**config.mk**
```make
export PLATFORM = sky130hd
export DESIGN_NAME = bus_dev_tx_fifo
export DESIGN_NICKNAME = d
export VERILOG_FILES = /design/src/rtl/bus_dev_tx_fifo_pkg.sv /design/src/rtl/bus_dev_tx_fifo_mem.sv /design/src/rtl/bus_dev_tx_fifo.sv
export SDC_FILE = /design/constraint.sdc
export NUM_CORES = 1
export LEC_CHECK = 0
export BUFFER_PORTS_ARGS = -buffer_cell sky130_fd_sc_hd__buf_4
export CAP_MARGIN = 15
export CORE_UTILIZATION = 60
export CTS_BUF_LIST = sky130_fd_sc_hd__clkbuf_4 sky130_fd_sc_hd__clkbuf_8
export DETAILED_ROUTE_END_ITERATION = 8
export PLACE_DENSITY = 0.91
export RECOVER_POWER = 50
export SKIP_CTS_REPAIR_TIMING = 1
export SLEW_MARGIN = 20
export SYNTH_ARGS = -nofsm -noshare
export SYNTH_HDL_FRONTEND = slang
export SYNTH_SLANG_ARGS = --single-unit
```
**constraint.sdc**
```tcl
create_clock -name clk -period 3.1 [get_ports clk]
set_input_delay 0.62 -clock clk [delete_from_list [all_inputs] [get_ports clk]]
set_output_delay 0.62 -clock clk [all_outputs]
set_load 0.1 [all_outputs]
```
**src/rtl/bus_dev_tx_fifo_pkg.sv**
```systemverilog
// Shared definitions for the per-device bus port: word-width derivation,
// counter-width helper and the default bus word type.
package bus_dev_tx_fifo_pkg;

   localparam int PCKG_SZ_DEF = 16;

   // Payload width carried on D_pop/D_push; 8 bits of the package are framing.
   function automatic int word_width(input int pckg_sz);
      return pckg_sz - 8;
   endfunction

   function automatic int cnt_width(input int depth);
      return $clog2(depth + 1);
   endfunction

   typedef logic [PCKG_SZ_DEF-9:0] bus_word_t;

endpackage

```
**src/rtl/bus_dev_tx_fifo_mem.sv**
```systemverilog
// DEPTH x W register array for the transmit FIFO: one synchronous write port,
// one asynchronous read port. Contents are not reset; validity comes from the count.
module bus_dev_tx_fifo_mem #(
   parameter int W     = 8,
   parameter int DEPTH = 8,
   parameter int AW    = 3
) (
   input  logic          clk,
   input  logic          we,
   input  logic [AW-1:0] waddr,
   input  logic [W-1:0]  wdata,
   input  logic [AW-1:0] raddr,
   output logic [W-1:0]  rdata
);

   logic [W-1:0] mem [DEPTH];

   always_ff @(posedge clk) begin
      if (we) begin
         mem[waddr] <= wdata;
      end
   end

   assign rdata = mem[raddr];

endmodule

```
**src/rtl/bus_dev_tx_fifo.sv**
```systemverilog
// Device-side transmit FIFO: buffers host words and presents the head word to
// the bus as pndng/D_pop with first-word fall-through, one word per accepted pop.
module bus_dev_tx_fifo
   import bus_dev_tx_fifo_pkg::*;
#(
   parameter int  PCKG_SZ = 16,
   parameter int  DEPTH   = 8,
   parameter int  AF_LVL  = 6,
   localparam int W       = word_width(PCKG_SZ),
   localparam int AW      = $clog2(DEPTH),
   localparam int CW      = cnt_width(DEPTH)
) (
   input  logic          clk,
   input  logic          reset,
   input  logic          wr_en,
   input  logic [W-1:0]  wr_data,
   output logic          full,
   output logic          almost_full,
   output logic [CW-1:0] count,
   output logic          pndng,
   input  logic          pop,
   output logic [W-1:0]  D_pop,
   output logic          ovf,
   output logic          udf,
   input  logic          clr_err
);

   localparam logic [CW-1:0] DEPTH_C = CW'(DEPTH);
   localparam logic [CW-1:0] AF_C    = CW'(AF_LVL);

   logic [AW-1:0] wr_ptr;
   logic [AW-1:0] rd_ptr;
   logic [CW-1:0] count_q;
   logic          ovf_q;
   logic          udf_q;
   logic [W-1:0]  rd_data;

   logic pop_acc;
   logic wr_acc;
   logic ovf_set;
   logic udf_set;

   // A pop frees a slot in the same cycle, so a full FIFO may still take a write.
   assign pop_acc = pop && pndng;
   assign wr_acc  = wr_en && (!full || pop_acc);
   assign ovf_set = wr_en && full && !pop_acc;
   assign udf_set = pop && !pndng;

   bus_dev_tx_fifo_mem #(
      .W     (W),
      .DEPTH (DEPTH),
      .AW    (AW)
   ) u_mem (
      .clk   (clk),
      .we    (wr_acc),
      .waddr (wr_ptr),
      .wdata (wr_data),
      .raddr (rd_ptr),
      .rdata (rd_data)
   );

   always_ff @(posedge clk or posedge reset) begin
      if (reset) begin
         wr_ptr  <= '0;
         rd_ptr  <= '0;
         count_q <= '0;
         ovf_q   <= 1'b0;
         udf_q   <= 1'b0;
      end else begin
         if (wr_acc) begin
            wr_ptr <= wr_ptr + 1'b1;
         end
         if (pop_acc) begin
            rd_ptr <= rd_ptr + 1'b1;
         end
         if (wr_acc && !pop_acc) begin
            count_q <= count_q + 1'b1;
         end else if (pop_acc && !wr_acc) begin
            count_q <= count_q - 1'b1;
         end
         // A fresh error in the clearing cycle keeps its flag set.
         ovf_q <= ovf_set || (ovf_q && !clr_err);
         udf_q <= udf_set || (udf_q && !clr_err);
      end
   end

   assign count       = count_q;
   assign pndng       = (count_q != '0);
   assign full        = (count_q == DEPTH_C);
   assign almost_full = (count_q >= AF_C);
   assign D_pop       = pndng ? rd_data : '0;
   assign ovf         = ovf_q;
   assign udf         = udf_q;

endmodule
```
# Word level (Yosys, flattened, before mapping)
# Memory sizes are Yosys's and may differ from the RTL's.
# Cells that the tools add are included.
# classes
addsub	4
n_lt_le_gt_ge	1
eq_ne	1
muxes	5
reduce_logical	19
# op_table
cell	n
1-bit logical AND	9
4-bit 2-to-1 mux	2
8-bit 2-to-1 mux	1
3-bit by 1-bit adder with 3-bit output, second input constant	2
1-bit logical NOT	5
4-bit by 1-bit adder with 4-bit output, second input constant	1
4-bit == test, second input constant	1
4-bit by 3-bit >= comparator with 1-bit output, second input constant	1
4-bit nonzero test	1
4-bit by 1-bit subtractor with 4-bit output, second input constant	1
1-bit logical OR	3
1-bit 2-to-1 mux	2
2-bit nonzero test	1
# word_totals
register_bits	12
ram_bits	64
in_bits	13
output_inout_bits	17
elab_cells	36
mem_count	1
# mem_list
name	words	width	rd	rd_ports_with_merged_regs	write_ports	line	source
u_mem.mem	8	8	1	0	1	bus_dev_tx_fifo_mem.sv:16	logic [W-1:0] mem [DEPTH];

# Longest topological paths before layout
# Gate-level depths: netlist (run 1).
# depth
depth_word	8
mapped_depth	10
depth_no_buf	9

# Modules after synthesis
# From an unflattened synthesis (run 1), not the netlist that was laid out.
# hier_totals
cells_unflattened	172
hier_area_um2	3268.1
# modules_own_cells
module	instances	cells_per_inst	area_per_inst_um2	seq_area_each_um2
bus_dev_tx_fifo_mem	1	106	2531.2	1921.8
bus_dev_tx_fifo	1	66	737.0	300.3

# Least setup slack after synthesis (run 1)
# Ideal clock, no wire load.
# synth_timing
path_kind	reg2out
start	register count_q[0] (netlist: count[0])
end	output port D_pop[0]
t_arrival_ps	3088
required_ps	2480
slack_ps	-608
stages_incl_launch_ff	6
path_buffers	1
cell_sequence	dfrtp_1 nor4_2 inv_1 and2_0 clkbuf_1 a22o_1
# synth_via
elab_chain_len	2
# synth_rtl
element	line	source
start, declared	bus_dev_tx_fifo.sv:33	logic [CW-1:0] count_q;
start signal, assigned	bus_dev_tx_fifo.sv:77	count_q <= count_q + 1'b1;
start signal, assigned	bus_dev_tx_fifo.sv:79	count_q <= count_q - 1'b1;
4-bit nonzero test	bus_dev_tx_fifo.sv:88	assign pndng = (count_q != '0);
via pndng	bus_dev_tx_fifo.sv:20	output logic pndng,
8-bit 2-to-1 mux	bus_dev_tx_fifo.sv:91	assign D_pop = pndng ? rd_data : '0;
end, declared	bus_dev_tx_fifo.sv:22	output logic [W-1:0] D_pop,
# The timed path passes the listed nets, and every way through them passes these cells.

# Worst setup path after layout (run 1)
# layout_timing
start	register count_q[3] (netlist: count[3])
end	output port D_pop[2]
# layout_via
elab_chain_len	2
# layout_rtl
element	line
4-bit nonzero test	bus_dev_tx_fifo.sv:88
8-bit 2-to-1 mux	bus_dev_tx_fifo.sv:91
# Every way passes these cells.

==> flow_metrics.py, run 1 <==
metrics = {
    "status": {
        "status": "complete, no violations",
    },
    "route": {
        "ant_nets": 0,
        "wire_per_inst_um": 22.2,
        "drc_errors": 0,
        "drtIter0Drc": 168,
        "drtPass1Iterations": 4,
        "routed_wl_um": 6220,
        "via_count": 1726,
        "via_per_inst": 6.16,
    },
    "setup_path": {
        "critPathKind": "reg -> out",
        "crit_family": "simple AND/OR/NAND/NOR gates",
        "end_kind": "output port",
        "critical_path.max_fanout": 8,
        "worst_path_max_delay_cell": "dfrtp_4",
        "cp_cell_sequence": "nor4_4 > clkinvlp_4 > and2_1 > a22o_2 > buf_4",
        "required_ns": 2.48,
        "worstPathBufferInverterCount": 2,
        "cp-start-kind": "flop",
        "cp.arrival_ns": 2.40,
        "max_stage_delay_ns": 0.53,
    },
    "synth": {
        "yosys.area.top_type": "edfxtp_1",
        "netlist.area_leader.share": 0.613,
        "ys_warn_count": 0,
        "ys_ff_latch": 76,
        "synthCells": 167,
        "ys_dominant_reg_cell": "edfxtp_1",
        "avgSynthCellArea_sq_um": 18.8,
        "yosysSeqAreaShare": 0.709,
        "synth_edf_count": 64,
        "synth_cell_types": 33,
        "async_flop_share": 0.158,
        "syn_nets": 186,
        "synth_area_sq_um": 3130,
        "synth_area_leaders": "edfxtp_1, mux4_2, dfrtp_1",
    },
    "cells_and_area": {
        "layout_common_cells": "edfxtp_1, buf_4, mux4_2",
        "n_antenna_cell": 0,
        "syn_to_final_growth_pct": 17.1,
        "postLayoutCellArea_sq_um": 3670,
        "mostFrequentLayoutCell": "edfxtp_1",
        "nets": 227,
        "stdcell_count": 280,
        "drive_gt1_frac": 0.366,
    },
    "sta": {
        "max_freq_mhz": 331,
        "fin_skew_ns": 0.00556,
        "rsz0062_at_grt": "no",
        "slew_violations": 0,
        "holdWs_ns": 0.293,
        "final-hold-violation-count": 0,
        "tns_ns": 0,
        "period_share": 0.973,
        "post-route-min-period_ns": 3.02,
        "relSlewSlack": 0.223,
        "setup_violations": 0,
        "worst_pin_slew_ns": 1.17,
    },
    "run": {
        "drv_cap": 0,
    },
    "placement": {
        "port_buffers": 29,
        "place_area_sq_um": 3500,
        "dp_cells": 262,
        "dp_hpwl_um": 3970,
        "gp_congestion": 0.829,
    },
    "global_routing": {
        "grt_overflow": 0,
        "antenna_found_initial": 0,
        "grt_pass1_vias": 1791,
        "gr-usage-all-layers": 0.258,
        "grt_pass1_wl_um": 9580,
        "grt_max_degree": 19,
    },
    "cts": {
        "clkSlewWorstSetupHoldPaths_ns": 0.08,
        "cts_buffers": 9,
        "tritoncts": "done",
        "numClockSinks": 76,
        "root_buffer": "clkbuf_8",
        "clk_latency_ns": 0.34,
        "ctsHtreeMaxLevel": 3,
        "clockBufferDepth": 2,
    },
    "hold_path": {
        "hp-class": "in -> async",
    },
    "floorplanning": {
        "dieArea_sq_um": 5510,
        "ios": 30,
        "placementRows": 25,
        "fp.dieH_um": 74.3,
        "start_util": 0.642,
        "core_area_sq_um": 4880,
        "die_w_um": 74.3,
    },
}
## worst register-to-register path: cells and delay by family, from the launching register on
kind,cells,cell delay [ns]
compound gates,2,0.35
simple gates,3,1.21
buf+inv,2,0.24
fa+ha+maj,2,0.49
flops,1,0.53
## cell usage after synthesis (2+ instances only)
| cell | instances |
|---|---|
| o211ai_1 | 2 |
| buf_2 | 3 |
| dfrtp_1 | 12 |
| nand2b_1 | 2 |
| ha_1 | 5 |
| nand3_1 | 2 |
| a22o_1 | 10 |
| inv_1 | 6 |
| or3_1 | 3 |
| xnor2_1 | 6 |
| edfxtp_1 | 64 |
| mux2_2 | 2 |
| nand2_1 | 3 |
| nor3_1 | 4 |
| nor2_1 | 5 |
| mux4_2 | 16 |
| clkbuf_1 | 5 |
| nand3b_1 | 2 |
## path summary, 6_finish.rpt
check	startpoint	to	slack, ns	cells past startpoint
max	count[3]	D_pop[2]	0.08	5
min reg2reg	udf	udf	0.53	1
max reg2reg	count[0]	count[3]	0.15	9
min	reset	wr_ptr[0]	0.29	2
max in group asynchronous	reset	count[1]	2.43	2
min in group clk	udf	udf	0.53	1
## per-stage QoR
stage	util	setup WS [ns]
floorplan	-	-0.0139
global placement	0.718	0.282
detailed placement	0.718	0.107
CTS	0.757	-0.0502
global route	0.752	0.0144
finish	0.752	0.0833
## kinds of logic after synthesis
logic type | count (synthesis) | share of synthesized area
AOI/OAI and AO/OA | 19 | 0.0519
adders and majority gates | 6 | 0.0264
buffers and inverters | 14 | 0.0180
xor gates and xnor gates | 6 | 0.0168
DFF | 76 | 0.709
and+or+nand+nor | 26 | 0.0475
muxes | 20 | 0.130
## state kept, by name (all words and copies together), names as in the netlist
signal     cells
count          4
ovf            1
rd_ptr         3
u_mem.mem     64
udf            1
wr_ptr         3
## cell type report
cell class                      instances  area [sq um]
Multi-Input combinational cell         77           886
Clock buffer                            9           124
Tap cell                               67          83.8
Sequential cell                        76          2230
Fill cell                             293          1210
Clock inverter                          7          67.6
Inverter                                6          26.3
Timing Repair Buffer                   38           248
## metal layers
metal  global-route usage  vias to the layer above  routed length [um]
li1                     -                      759                   -
met1                0.329                      884                2400
met2                0.421                       71                3290
met3               0.0732                       12                 439
met4                0.113                        0                  95
met5                    0                        -                   0
Power of run 1 is not shown: default switching activity piles up to over one toggle a cycle in this logic, so the estimate is an artifact.
==> run 2, diff against run 1 <==
--- a/config.mk
+++ b/config.mk
@@ -5,12 +5,13 @@
 export SDC_FILE = /design/constraint.sdc
 export NUM_CORES = 1
 export LEC_CHECK = 0
+export ABC_AREA = 1
 export BUFFER_PORTS_ARGS = -buffer_cell sky130_fd_sc_hd__buf_4
 export CAP_MARGIN = 15
 export CORE_UTILIZATION = 60
 export CTS_BUF_LIST = sky130_fd_sc_hd__clkbuf_4 sky130_fd_sc_hd__clkbuf_8
 export DETAILED_ROUTE_END_ITERATION = 8
-export PLACE_DENSITY = 0.91
+export PLACE_DENSITY = 0.9
 export RECOVER_POWER = 50
 export SKIP_CTS_REPAIR_TIMING = 1
 export SLEW_MARGIN = 20
==> run 2 against run 1 <==
Compared with the run above: global-route usage up 0.058 points; cell area up 13%; clock skew up 0.0031 ns; first-iteration DRC count up 28%; via count up 48%; cell count up 73%; highest routed layer unchanged; die area up 14%; core utilization down 1.6 points; synthesized area up 14%; worst hold slack worse by 0.012 ns; routed wire length up 17%; synthesized cell count up 120%.
==> flow_metrics.py, run 2 <==
metrics = {
    "setup_path": {
        "critPathKind": "reg -> reg",
        "critical_path.max_fanout": 13,
        "cp.arrival_ns": 2.82,
        "required_ns": 3.35,
        "end_kind": "flop",
        "cp-start-kind": "flop",
    },
    "floorplanning": {
        "start_util": 0.637,
        "core_area_sq_um": 5610,
        "fp.dieH_um": 79.1,
        "dieArea_sq_um": 6260,
        "placementRows": 27,
        "die_w_um": 79.1,
        "ios": 30,
    },
    "sta": {
        "worst_pin_slew_ns": 0.711,
        "slew_violations": 0,
        "max_freq_mhz": 388,
        "relSlewSlack": 0.526,
        "period_share": 0.830,
        "rsz0062_at_grt": "no",
        "fin_skew_ns": 0.00867,
        "final-hold-violation-count": 0,
        "setup_violations": 0,
        "post-route-min-period_ns": 2.57,
    },
    "route": {
        "routed_wl_um": 7300,
        "drtIter0Drc": 215,
        "via_per_inst": 5.31,
        "wire_per_inst_um": 15.1,
        "drc_errors": 0,
        "via_count": 2563,
        "ant_nets": 0,
        "drtPass1Iterations": 5,
    },
    "synth": {
        "synth_common_cells": "nand2_1, inv_1, edfxtp_1",
        "async_flop_share": 0.158,
        "avgSynthCellArea_sq_um": 9.70,
        "synth_area_leaders": "edfxtp_1, nand2_1, dfrtp_1",
        "netlist.area_leader.share": 0.538,
        "synth_area_sq_um": 3570,
        "yosysSeqAreaShare": 0.623,
        "ys_warn_count": 0,
        "yosys.area.top_type": "edfxtp_1",
        "ys_dominant_reg_cell": "edfxtp_1",
        "synth_edf_count": 64,
        "ys_ff_latch": 76,
        "synthCells": 368,
        "yosysMostFrequentCell": "nand2_1",
        "syn_nets": 387,
        "synth_cell_types": 23,
    },
    "global_routing": {
        "grt_pass1_vias": 2485,
        "grt_max_degree": 34,
        "antenna_found_initial": 0,
        "grt_pass1_wl_um": 11700,
        "gr-usage-all-layers": 0.259,
        "grt_overflow": 0,
    },
    "cts": {
        "tritoncts": "done",
        "numClockSinks": 76,
        "cts_buffers": 9,
        "root_buffer": "clkbuf_8",
        "clk_latency_ns": 0.36,
        "ctsHtreeMaxLevel": 3,
        "clockBufferDepth": 2,
        "clkSlewWorstSetupHoldPaths_ns": 0.07,
    },
    "run": {
        "drv_cap": 0,
    },
    "cells_and_area": {
        "mostFrequentLayoutCell": "nand2_1",
        "stdcell_count": 483,
        "top_register": "u_mem.mem",
        "drive_gt1_frac": 0.158,
        "largest_register_ffs": 64,
        "n_antenna_cell": 0,
        "syn_to_final_growth_pct": 15.7,
        "fill_cells": 369,
        "layout_common_cells": "nand2_1, inv_1, edfxtp_1",
        "nets": 425,
    },
    "placement": {
        "port_buffers": 29,
        "gp_congestion": 0.764,
        "dp_cells": 467,
        "dp_hpwl_um": 4600,
    },
    "status": {
        "status": "complete, no violations",
    },
    "hold_path": {
        "hp-class": "in -> async",
    },
}
-- run 2: changes by cell type in the layout (fill, tap and decap cells not counted), sizes merged, moves of 4 or more --
cell	delta
nor2	+14
buf	+5
a22o	-10
nand3	+41
nand2	+102
nor3	+4
mux4	-16
inv	+76
-- run 2: routing by layer --
metal	track usage	wire, um	share of wire
met5	0	0	0
met1	0.307	2750	0.38
met2	0.439	3800	0.52
met4	0.140	273	0.037
met3	0.0575	481	0.066
-- run 2: worst paths after layout --
kind	slack, ns	startpoint	cells after the start	to
worst min-delay path	0.28	reset	2	wr_ptr[0]
worst min register to register	0.54	udf	2	udf
max in group asynchronous	2.48	reset	2	count[3]
min in group clk	0.46	clr_err	2	ovf
worst max-delay path	0.53	count[0]	12	count[3]
worst max register to register	0.53	count[0]	12	count[3]
-- run 2: cell families after synthesis --
logic type / count (synthesis) / synth area share
xor+xnor: 5 / 0.0123
buf+inv: 95 / 0.118
fa+ha+maj: 6 / 0.0231
flops: 76 / 0.623
simple gates: 178 / 0.212
compound gates: 8 / 0.0119
-- run 2: critical path, cell delays in order (launching register included) --
cell and delay [ns]:
dfrtp_1 0.49, nor2_1 0.21, nand4_1 0.13, nand2_1 0.33, inv_1 0.14, ha_1 0.23, inv_1 0.13, ha_1 0.27
or2_2 0.30, nand2_1 0.07, nand2_1 0.05, nand3_1 0.07, nand2_1 0.05
-- run 2: layout make-up --
| type | count | area (sq um) | area share |
|---|---|---|---|
| Sequential cell | 76 | 2220 | 0.538 |
| Multi-Input combinational cell | 197 | 996 | 0.241 |
| Clock inverter | 6 | 103 | 0.0248 |
| Timing Repair Buffer | 41 | 278 | 0.0673 |
| Tap cell | 72 | 90.1 | 0.0218 |
| Clock buffer | 10 | 131 | 0.0318 |
| Inverter | 81 | 309 | 0.0748 |
-- run 2: metrics by stage --
step                      TNS [ns]  hold WS [ns]   util  setup WS, ns  instance area (sq um)
after detailed placement         0         0.530  0.701         0.610                   3930
after CTS                        0         0.289  0.743         0.538                   4170
after global routing             0         0.333  0.737         0.348                   4130
after global placement           0         0.527  0.701         0.685                   3930
final                            0         0.281  0.737         0.526                   4130
after floorplan            -0.0844         0.485      -       -0.0844                   3650
Power of run 2 is left out for the same reason.
==> run 3, diff against run 2 <==
==> constraint.sdc (replaced) <==
create_clock -name clk -period 2.7 [get_ports clk]
set_input_delay 0.54 -clock clk [delete_from_list [all_inputs] [get_ports clk]]
set_output_delay 0.54 -clock clk [all_outputs]
set_load 0.1 [all_outputs]
==> run 3 against run 2 <==
Compared with the run above: critical path depth stayed put; clock skew up 0.0017 ns; worst setup slack lost 0.25 ns; cell area decreased by 0.33%; first-iteration DRC count fell by 5.6%; core utilization fell by 0.25 points; routed wire length is 2.6% higher; non-clock buffer count up 3; cell count up 0.62%; via count decreased by 0.51%.
==> flow_metrics.py, run 3 (synthesis gave the netlist of run 2 again) <==
metrics = {
    "sta": {
        "worst_pin_slew_ns": 0.681,
        "post-route-min-period_ns": 2.43,
        "final-hold-violation-count": 0,
        "fin_skew_ns": 0.0104,
        "setup_violations": 0,
        "relSlewSlack": 0.546,
        "period_share": 0.899,
        "holdWs_ns": 0.199,
        "setup_ws_ns": 0.273,
        "rsz0062_at_grt": "no",
        "slew_violations": 0,
        "max_freq_mhz": 412,
        "tns_ns": 0,
    },
    "global_routing": {
        "grt_overflow": 0,
        "grt_max_degree": 34,
        "antenna_found_initial": 0,
        "grt_pass1_vias": 2474,
        "gr-usage-all-layers": 0.267,
        "grt_pass1_wl_um": 12100,
    },
    "cts": {
        "ctsHtreeMaxLevel": 3,
        "cts_buffers": 9,
        "root_buffer": "clkbuf_8",
        "clkSlewWorstSetupHoldPaths_ns": 0.08,
        "clk_latency_ns": 0.36,
        "numClockSinks": 76,
        "tritoncts": "done",
        "clockBufferDepth": 2,
    },
    "setup_path": {
        "end_kind": "flop",
        "r2r-end": "count[3]",
        "crit_family": "simple AND/OR/NAND/NOR gates",
        "cp_cell_sequence": "nor2_2 > nand4_1 > nand2_2 > inv_1 > ha_1 > inv_1 > ha_1 > or2_2 > nand2_1 > nand2_1 > nand3_1 > nand2_1",
        "reg2reg_slack_ns": 0.27,
        "cp.arrival_ns": 2.67,
        "worstPathBufferInverterCount": 2,
        "max_stage_delay_ns": 0.49,
        "required_ns": 2.94,
        "worst_path_max_delay_cell": "dfrtp_1",
        "critical_path.max_fanout": 13,
        "cpMostUsedCell": "nand2_1",
        "cp-start-kind": "flop",
        "reg2reg_depth": 12,
        "critPathKind": "reg -> reg",
        "r2r-start": "count[0]",
    },
    "placement": {
        "post-place-ws_ns": 0.219,
        "port_buffers": 29,
        "dp_hpwl_um": 4880,
        "gp_congestion": 0.773,
    },
    "cells_and_area": {
        "top_register": "u_mem.mem",
        "drive_gt1_frac": 0.176,
        "n_antenna_cell": 0,
        "fill_cells": 383,
        "syn_to_final_growth_pct": 15.3,
        "largest_register_ffs": 64,
        "mostFrequentLayoutCell": "nand2_1",
        "layout_common_cells": "nand2_1, inv_1, edfxtp_1",
        "nets": 428,
    },
    "route": {
        "routed_wl_um": 7490,
        "drtPass1Iterations": 5,
        "drc_errors": 0,
        "wire_per_inst_um": 15.4,
        "via_count": 2550,
        "via_per_inst": 5.25,
        "ant_nets": 0,
        "drtIter0Drc": 203,
    },
    "floorplanning": {
        "start_util": 0.637,
        "placementRows": 27,
        "ios": 30,
        "fp.dieH_um": 79.1,
        "dieArea_sq_um": 6260,
        "core_area_sq_um": 5610,
        "die_w_um": 79.1,
    },
    "hold_path": {
        "hp-class": "in -> async",
    },
    "run": {
        "drv_cap": 0,
    },
    "status": {
        "status": "complete, no violations",
    },
}
## run 3: cell types whose count changed in the layout (fill, tap and decap cells not counted), sizes merged
cell	before	now
clkinvlp	0	1
clkinv	3	4
buf	32	35
bufinv	3	1
## run 3: routing by layer
metal,global-route usage,part of all wire,vias to the layer above
met5,0,0,-
met1,0.325,0.39,1193
met4,0.113,0.020,0
met3,0.0609,0.061,19
li1,-,-,1232
met2,0.457,0.53,106
## run 3: worst reg2reg max path: stages, from the launching register on
cell and delay (ns):
dfrtp_1 0.49, nor2_2 0.17, nand4_1 0.13, nand2_2 0.21
inv_1 0.12, ha_1 0.23, inv_1 0.15, ha_1 0.28
or2_2 0.30, nand2_1 0.09, nand2_1 0.05, nand3_1 0.06
nand2_1 0.05
## run 3: how the worst max path moves through the flow
stage,startpoint,endpoint,slack [ns],cells after the start
floorplan,count[3],D_pop[0],0.14,5
global placement,pop,count[3],0.35,13
detailed placement,pop,count[3],0.22,13
CTS,rd_ptr[0],D_pop[4],0.32,7
global route,count[0],count[3],0.06,12
finish,count[0],count[3],0.27,12
## run 3: area by class of cell
class | count | area, sq um | area share
Clock buffer | 10 | 131 | 0.0319
Timing Repair Buffer | 44 | 300 | 0.0729
Sequential cell | 76 | 2230 | 0.541
Multi-Input combinational cell | 197 | 1000 | 0.244
Tap cell | 72 | 90.1 | 0.0219
Clock inverter | 6 | 55.1 | 0.0134
Inverter | 81 | 309 | 0.0751
## run 3: stage by stage
step	std cells	util	area, sq um
6_report	486	0.734	4120
5_1_grt	486	0.734	4120
4_1_cts	486	0.740	4150
3_5_place_dp	470	0.706	3960
3_3_place_gp	470	0.706	3960
2_1_floorplan	368	-	3660
Power of run 3 is left out for the same reason.
